==> src/rtl/alphamission_palette_load_ctrl.sv <==
// Palette PROM download sequencer for the three 1Kx4 colour PROMs (F12/F13/F14).
// Latency: 1 clk from ioctl write to prom_we; pal_ready 2 clks after download falls.
// Backpressure: none; ioctl writes are taken unconditionally. Writes outside LOAD or outside the window are dropped.
//
// Optional feature macro: ALPHAMISSION_PAL_CHECKSUM_EN
//   When defined, adds pal_sum (running 16-bit nibble sum of the session).
//   It also adds pal_sum_exp; CHECK then also requires pal_sum == pal_sum_exp.
//
// Ports:
//   clk, rst            system clock, synchronous active-high reset
//   CK1                 pixel clock enable (one clk wide)
//   ioctl_download      download session active
//   ioctl_addr/data/wr  hps_io download byte stream
//   DISP                raw display enable from video timing
//   prom_we/addr/din    registered PROM write port (prom_we one-hot per PROM)
//   pal_ready, pal_err  palette loaded / last session failed
//   disp_gated          DISP & pal_ready, updated only on CK1
module alphamission_palette_load_ctrl #(
  parameter logic [24:0] BASE_ADDR  = 25'h80000,
  parameter int          PROM_DEPTH = 1024
) (
  input  logic        clk,
  input  logic        rst,
  input  logic        CK1,
  input  logic        ioctl_download,
  input  logic [24:0] ioctl_addr,
  input  logic [7:0]  ioctl_data,
  input  logic        ioctl_wr,
  input  logic        DISP,
`ifdef ALPHAMISSION_PAL_CHECKSUM_EN
  input  logic [15:0] pal_sum_exp,
  output logic [15:0] pal_sum,
`endif
  output logic [2:0]  prom_we,
  output logic [9:0]  prom_addr,
  output logic [3:0]  prom_din,
  output logic        pal_ready,
  output logic        pal_err,
  output logic        disp_gated
);

  localparam logic [11:0] D1       = 12'(PROM_DEPTH);
  localparam logic [11:0] D2       = 12'(2 * PROM_DEPTH);
  localparam logic [11:0] WIN_SIZE = 12'(3 * PROM_DEPTH);
  localparam logic [24:0] WIN_END  = BASE_ADDR + 25'(3 * PROM_DEPTH);

  typedef enum logic [2:0] {
    S_IDLE,
    S_LOAD,
    S_CHECK,
    S_READY,
    S_ERROR
  } state_t;

  state_t      state;
  logic [11:0] exp_ptr;
  logic        seq_err;

  logic        in_win;
  logic [24:0] off_full;
  logic [11:0] off;
  logic [11:0] loc;
  logic [2:0]  sel;
  logic        wr_acc;
  logic        sum_ok;

  // Window decode and PROM select. The window is at most 3K bytes, so the low 12 bits of the offset suffice.
  always_comb begin
    in_win   = (ioctl_addr >= BASE_ADDR) && (ioctl_addr < WIN_END);
    off_full = ioctl_addr - BASE_ADDR;
    off      = off_full[11:0];
    sel      = 3'b000;
    loc      = 12'd0;
    if (off < D1) begin
      sel = 3'b001;
      loc = off;
    end else if (off < D2) begin
      sel = 3'b010;
      loc = off - D1;
    end else begin
      sel = 3'b100;
      loc = off - D2;
    end
    wr_acc = (state == S_LOAD) && ioctl_wr && in_win;
  end

`ifdef ALPHAMISSION_PAL_CHECKSUM_EN
  assign sum_ok = (pal_sum == pal_sum_exp);
`else
  assign sum_ok = 1'b1;
`endif

  // Bits that the decode never needs. ioctl_data upper nibble is unused, and so are the offset above 12 bits.
  // The top of the in-PROM address is also unused.
  logic unused_bits;
  assign unused_bits = ^{ioctl_data[7:4], off_full[24:12], loc[11:10]};

  always_ff @(posedge clk) begin
    if (rst) begin
      state      <= S_IDLE;
      exp_ptr    <= 12'd0;
      seq_err    <= 1'b0;
      prom_we    <= 3'b000;
      prom_addr  <= 10'd0;
      prom_din   <= 4'h0;
      pal_ready  <= 1'b0;
      pal_err    <= 1'b0;
      disp_gated <= 1'b0;
`ifdef ALPHAMISSION_PAL_CHECKSUM_EN
      pal_sum    <= 16'd0;
`endif
    end else begin
      // Strobe is a single-clk pulse; address and data hold their last value.
      prom_we <= 3'b000;

      // wr_acc is only ever true in LOAD, so the session-clearing assignments below never collide with these.
      if (wr_acc) begin
        prom_we   <= sel;
        prom_addr <= loc[9:0];
        prom_din  <= ioctl_data[3:0];
        if (off != exp_ptr)
          seq_err <= 1'b1;
        else if (exp_ptr != WIN_SIZE)
          exp_ptr <= exp_ptr + 12'd1;
`ifdef ALPHAMISSION_PAL_CHECKSUM_EN
        pal_sum <= pal_sum + {12'd0, ioctl_data[3:0]};
`endif
      end

      // Sample only on the pixel enable so the gated enable cannot change mid-pixel.
      if (CK1)
        disp_gated <= DISP & pal_ready;

      case (state)
        S_IDLE: begin
          if (ioctl_download) begin
            state   <= S_LOAD;
            exp_ptr <= 12'd0;
            seq_err <= 1'b0;
            pal_err <= 1'b0;
`ifdef ALPHAMISSION_PAL_CHECKSUM_EN
            pal_sum <= 16'd0;
`endif
          end
        end
        S_LOAD: begin
          // A write in the same cycle as download falling has already been counted above when CHECK runs.
          if (!ioctl_download)
            state <= S_CHECK;
        end
        S_CHECK: begin
          if ((exp_ptr == WIN_SIZE) && !seq_err && sum_ok) begin
            state     <= S_READY;
            pal_ready <= 1'b1;
          end else begin
            state     <= S_ERROR;
            pal_err   <= 1'b1;
            pal_ready <= 1'b0;
          end
        end
        S_READY, S_ERROR: begin
          if (ioctl_download) begin
            state     <= S_LOAD;
            pal_ready <= 1'b0;
            pal_err   <= 1'b0;
            exp_ptr   <= 12'd0;
            seq_err   <= 1'b0;
`ifdef ALPHAMISSION_PAL_CHECKSUM_EN
            pal_sum   <= 16'd0;
`endif
          end
        end
        default: state <= S_IDLE;
      endcase
    end
  end

endmodule

==> config.mk <==
export PLATFORM = sky130hd
export DESIGN_NAME = alphamission_palette_load_ctrl
export DESIGN_NICKNAME = d
export VERILOG_FILES = /design/src/rtl/alphamission_palette_load_ctrl.sv
export SDC_FILE = /design/constraint.sdc
export NUM_CORES = 1
export LEC_CHECK = 0
export ABC_AREA = 1
export CAP_MARGIN = 0
export CORE_ASPECT_RATIO = 2
export CORE_MARGIN = 4
export CORE_UTILIZATION = 43
export CTS_CLUSTER_SIZE = 30
export DETAILED_ROUTE_END_ITERATION = 10
export PLACE_DENSITY = 0.76
export SLEW_MARGIN = 20
export SYNTH_ARGS = -nofsm -noshare
export SYNTH_HDL_FRONTEND = slang
export SYNTH_SLANG_ARGS = --single-unit
export TNS_END_PERCENT = 50
==> constraint.sdc <==
create_clock -name clk -period 1.38 [get_ports clk]
set_input_delay 0.276 -clock clk [delete_from_list [all_inputs] [get_ports clk]]
set_output_delay 0.276 -clock clk [all_outputs]
set_load 0.02 [all_outputs]
# Word level (Yosys, flattened, before mapping)
# Index checks and enable logic that the tools add are counted.
# word_totals
ff_bits	36
latch_bits	0
ramBits	0
mem_bits_ro	0
inputBits	39
out_inout_bits	20
elab_cells	68
memories	0
# op_classes
n_addsub	4
n_mul	0
div_mod_pow	0
n_lt_le_gt_ge	4
eq_ne	11
n_shift	0
n_mux	22
n_bitwise	2
reduce_logical	15
# ops
cell	count
$mux 12	5
$ge 25x20->1 const B	1
$lt 25x20->1 const B	1
$mux 10	2
$sub 10x1->10 const B	2
$add 12x1->12 const B	1
$eq 12x12->1 const B	1
$lt 12x11->1 const B	1
$lt 12x12->1 const B	1
$mux 3	4
$ne 12x12->1	1
$ne 12x12->1 const B	1
$sub 12x1->12 const B	1
$pmux 3 s3	1
$mux 1	8
$eq 3x2->1 const B	2
$ne 2x2->1 const B	3
$reduce_or 3->1	2
$logic_and 1x1->1	4
$pmux 1 s2	2
$reduce_and 2->1	2
$reduce_bool 2->1	2
$reduce_or 2->1	2
$eq 3x1->1 const B	1
7 further kinds	7

# Depth between registers and ports, before layout
# depth
word_depth	6
ltp_mapped	12
mapped_depth_nobuf	12

# Worst setup path after synthesis
# OpenSTA, ideal clock, no wires.
# synth_timing
path_type	reg2reg
start	register exp_ptr[0]
end	register exp_ptr[8]
setup_time_ns	0.113
arrival_time_ns	1.285
t_required_ns	1.267
setup_slack_ns	-0.019
stages_incl_launch_ff	9
path_buffers	0
synth_period_minus_slack_ns	1.399
cell_sequence	dfxtp_1 > ha_1 > nand2_1 > nor3_1 > nand3_1 > inv_1 > nand2_2 > o21ai_1 > nor2_1
# synth_between
elab_chain_len	6
elab_cells_between_ends	8
cone_classes	add/sub (1); eq/ne (2); mux (5)
# synth_lines
element	line_no	rtl
start: declaration	56	logic [11:0] exp_ptr;
start signal: assignment	124	exp_ptr <= exp_ptr + 12'd1;
$add 12x1->12 / $ne 12x12->1 (equally long branches)	124, 123	
$mux 12	123	else if (exp_ptr != WIN_SIZE)
$mux 12 (*)	121	if (off != exp_ptr)
$mux 12 (*)	117	if (wr_acc) begin
$mux 12	136, 162	
$mux 12 (*)	--	
# Every way passes the cells marked *; elsewhere a longest branch is shown, timed or not.
# A chain may end at the register's enable or synchronous reset.

# Final worst setup path
# layout_timing
start	register state[1]
end	register exp_ptr[8]
# layout_between
elab_chain_len	6
elab_cells_between_ends	10
cone_classes	eq/ne (3); mux (3); reduce/logical (4)
# layout_lines
element	line_no	rtl
start: declaration	55	state_t state;
start signal: assignment	100	state <= S_IDLE;
start signal: assignment	137	state <= S_LOAD;
start signal: assignment	149	state <= S_CHECK;
$eq 3x1->1	84	wr_acc = (state == S_LOAD) && ioctl_wr && in_win;
$logic_and 1x1->1 (2 in a row)	84	
$mux 12	117	
$mux 12	136, 162	
$mux 12 (*)	--	
# Marked as above.

==> flow_metrics.tcl <==
set metrics [dict create \
    outcome "finished with violations" \
    violations "setup timing" \
    worst_clock_skew_ns 0.006952 \
    die_span_y_microns 105.6 \
    cts_buffers 5 \
    avgViaCountPerCell 5.148 \
    clock_path_buffers 2 \
    max_clock_freq_mhz 629.5 \
    timing.critical_path.arrival_ns 1.79 \
    instances_no_fill 485 \
    netlist_area_sq_mm 0.002047 \
    die_area_sq_mm 0.005995 \
    number_of_detailed_routing_iterations_run_before_antenna_repair 4 \
    number_of_i_o_pins 59 \
    sequential_cell_area_sq_um 739.5 \
    yosys_register_bits 36 \
    synthCells 304 \
    irDropWorstVdd_mv 0.7213 \
    yosys-top-cells-count "nand2_1 (80), nor2_1 (44), dfxtp_1 (36), inv_1 (31), a21oi_1 (26)" \
    n_fill_cell 341 \
    rsz0062_at_grt "true" \
    synth-main-ff-cell "dfxtp_1" \
    route.antenna.remaining_nets 0 \
    placed_cell_areas_sq_mm 0.002960 \
    area_used_by_multi_input_combinational_logic_sq_mm 0.001370 \
    critical_path.max_fanout 5 \
    timing_worst_slew_pin_value_ns 0.3122 \
    grt.overflow.total 0 \
    final-setup-viol-count 28 \
    final_critical_path_setup_slack_ns -0.2087 \
    holdCritPathClass "in -> reg" \
    placer_congestion 0.9300 \
    cts_sinks 36 \
    grt_first_pass_wirelength_microns 11670 \
    final_hold_vio_count 0 \
    final_min_period_over_clock_period 1.151 \
    number_of_synthesized_flops_with_an_enable_pin 0 \
    fp.coreArea_sq_mm 0.004598 \
    syn_nets 345 \
    grt_antenna_before_repair 0 \
    insertedDiodeCount 0 \
    drc_errors 0 \
    clk_pin_slew_ns 0.08 \
    area_growth_syn_to_layout_pct 72.98 \
    count_of_pins_over_their_slew_limit 0 \
    seq_area_frac_synth 0.3521 \
    via_count_of_the_first_global_routing_pass 2636 \
    row_count 35 \
    max-cap-violations 0 \
    max-slew-margin-rel 0.7912 \
    power_per_cell_area_mw_per_mm2 751.9 \
    synth_top_cell_by_area "dfxtp_1" \
    crit_path_start_kind "flop" \
    tritoncts "done" \
    global_route.usage.total 0.2499 \
    min_tclk_post_route_ns 1.589 \
    htreeDepth 2 \
    critical_path.endpoint_type "flop" \
    routed_wirelength_microns 7594 \
    floorplan.die.width_microns 56.79 \
    ys_types 29 \
    clk_root_buffer_cell "clkbuf_8" \
    synth_most_common_cell "nand2_1" \
    placed_instances 454 \
    clk-insertion-delay-late_ns 0.30 \
    final_nets 470 \
    layout-drive-gt1-share 0.4093 \
    synth_top_area_share 0.3521 \
    grt_start_max_net_pins 18 \
    io_buffers 54 \
    routedWlPerCell_microns 15.66 \
    dp_hpwl_microns 4904 \
    worst-setup-path-type "reg -> reg" \
    ys.warnings.count 0 \
    drt-initial-drc-count 108 \
    postLayoutCellArea_sq_mm 0.003541 \
    avgSynthCellArea_sq_um 6.733 \
    synthArstFlopShare 0 \
    p_leak_nw 1.778 \
    required_ns 1.58 \
    floorplan.initialDensity 0.4452 \
    synth_top_cells_by_area "dfxtp_1 (35%), nand2_1 (15%), nor2_1 (8.1%)" \
    via_count 2497 \
]
==> worst max-delay path, cell delays in order (launching register included) <==
cell	delay (ns)
dfxtp_2	0.34
nor3_4	0.32
buf_6	0.16
nand4_4	0.22
nor2_8	0.22
nand2_2	0.07
o21ai_1	0.11
nor2_1	0.04
==> logic make-up after synthesis <==
logic type,share of synthesized area
simple gates,0.3979
buf+inv,0.1033
flops,0.3521
xor+xnor,0.01711
compound gates,0.1174
fa+ha+maj,0.01222
==> per-layer routing <==
metal  vias to the layer above  GRT usage  routed length (microns)
met3                        37    0.04044                      286
met1                      1169     0.2276                     2424
li1                       1215          -                        -
met4                         0     0.1774                      478
met2                        76     0.4735                     4405
met5                         -          0                        0
==> area by class of cell <==
| class | instances | share of cell area |
|---|---|---|
| well taps | 55 | 0.01943 |
| multi-input cells | 221 | 0.3869 |
| repair buffers | 123 | 0.3071 |
| flip-flops and latches | 36 | 0.2088 |
| inverters | 42 | 0.04629 |
| clock buffers | 5 | 0.01943 |
| clock inverters | 3 | 0.01201 |
==> registers in the layout, summed over array words and instances (netlist names) <==
register and cells:
disp_gated 1, exp_ptr 12, pal_err 1, pal_ready 1, prom_addr 10, prom_din 4, prom_we 3, seq_err 1
state 3
==> worst paths after layout <==
kind,startpoint,endpoint,slack (ns),cells past startpoint
worst max-delay path,state[1]$_SDFFE_PP0P_,exp_ptr[8]$_SDFF_PP0_,-0.21,7
worst min-delay path,ioctl_addr[10],prom_we[0]$_SDFF_PP0_,0.35,2
worst max register to register,state[1]$_SDFFE_PP0P_,exp_ptr[8]$_SDFF_PP0_,-0.21,7
worst min register to register,pal_ready$_SDFFE_PP0P_,disp_gated$_SDFFE_PP0P_,0.50,2
==> power breakdown <==
part / leakage, nW / internal (mW) / total (mW) / switching, mW
logic: 1.43 / 0.303 / 0.629 / 0.326
clock network: 0.0541 / 0.535 / 0.952 / 0.417
registers: 0.297 / 1.06 / 1.08 / 0.0195
==> per-stage QoR <==
step / hold slack (ns) / util / setup WS (ns) / total power, mW / setup TNS, ns
6_report: 0.3474 / 0.7701 / -0.2087 / 2.662 / -3.290
5_1_grt: 0.3747 / 0.7701 / -0.2790 / 2.754 / -5.011
4_1_cts: 0.3679 / 0.7322 / -0.1425 / 2.608 / -1.810
3_5_place_dp: 0.4496 / 0.6438 / -0.5585 / 1.625 / -13.82
3_3_place_gp: 0.4404 / 0.6438 / -0.5103 / 1.613 / -12.76
2_1_floorplan: 0.3451 / - / 0.02554 / 1.327 / 0
==> cell usage in the layout, fill, tap and decap left out, drive strengths merged <==
| cell type | instances |
|---|---|
| a21oi | 26 |
| and2 | 1 |
| buf | 69 |
| bufinv | 1 |
| clkbuf | 5 |
| clkdlybuf4s15 | 1 |
| clkdlybuf4s50 | 9 |
| clkinv | 2 |
| clkinvlp | 1 |
| dfxtp | 36 |
| dlygate4sd2 | 37 |
| dlymetal6s2s | 7 |
| ha | 2 |
| inv | 41 |
| nand2 | 84 |
| nand3 | 14 |
| nand3b | 1 |
| nand4 | 6 |
| nor2 | 52 |
| nor3 | 7 |
| nor4 | 2 |
| o21ai | 22 |
| xnor2 | 4 |
==> what timing repair did <==
item | 4_1_cts | 5_1_grt
gates resized for setup | 97 | 57
buffers inserted | 17 | 6
cloned | 2 | 0
setup endpoints to repair | 52 | 35
hold buffers | 0 | 0
endpoints found under the hold margin | 0 | 0
pin swaps | 32 | 26
(Power assumes the default switching activity.)
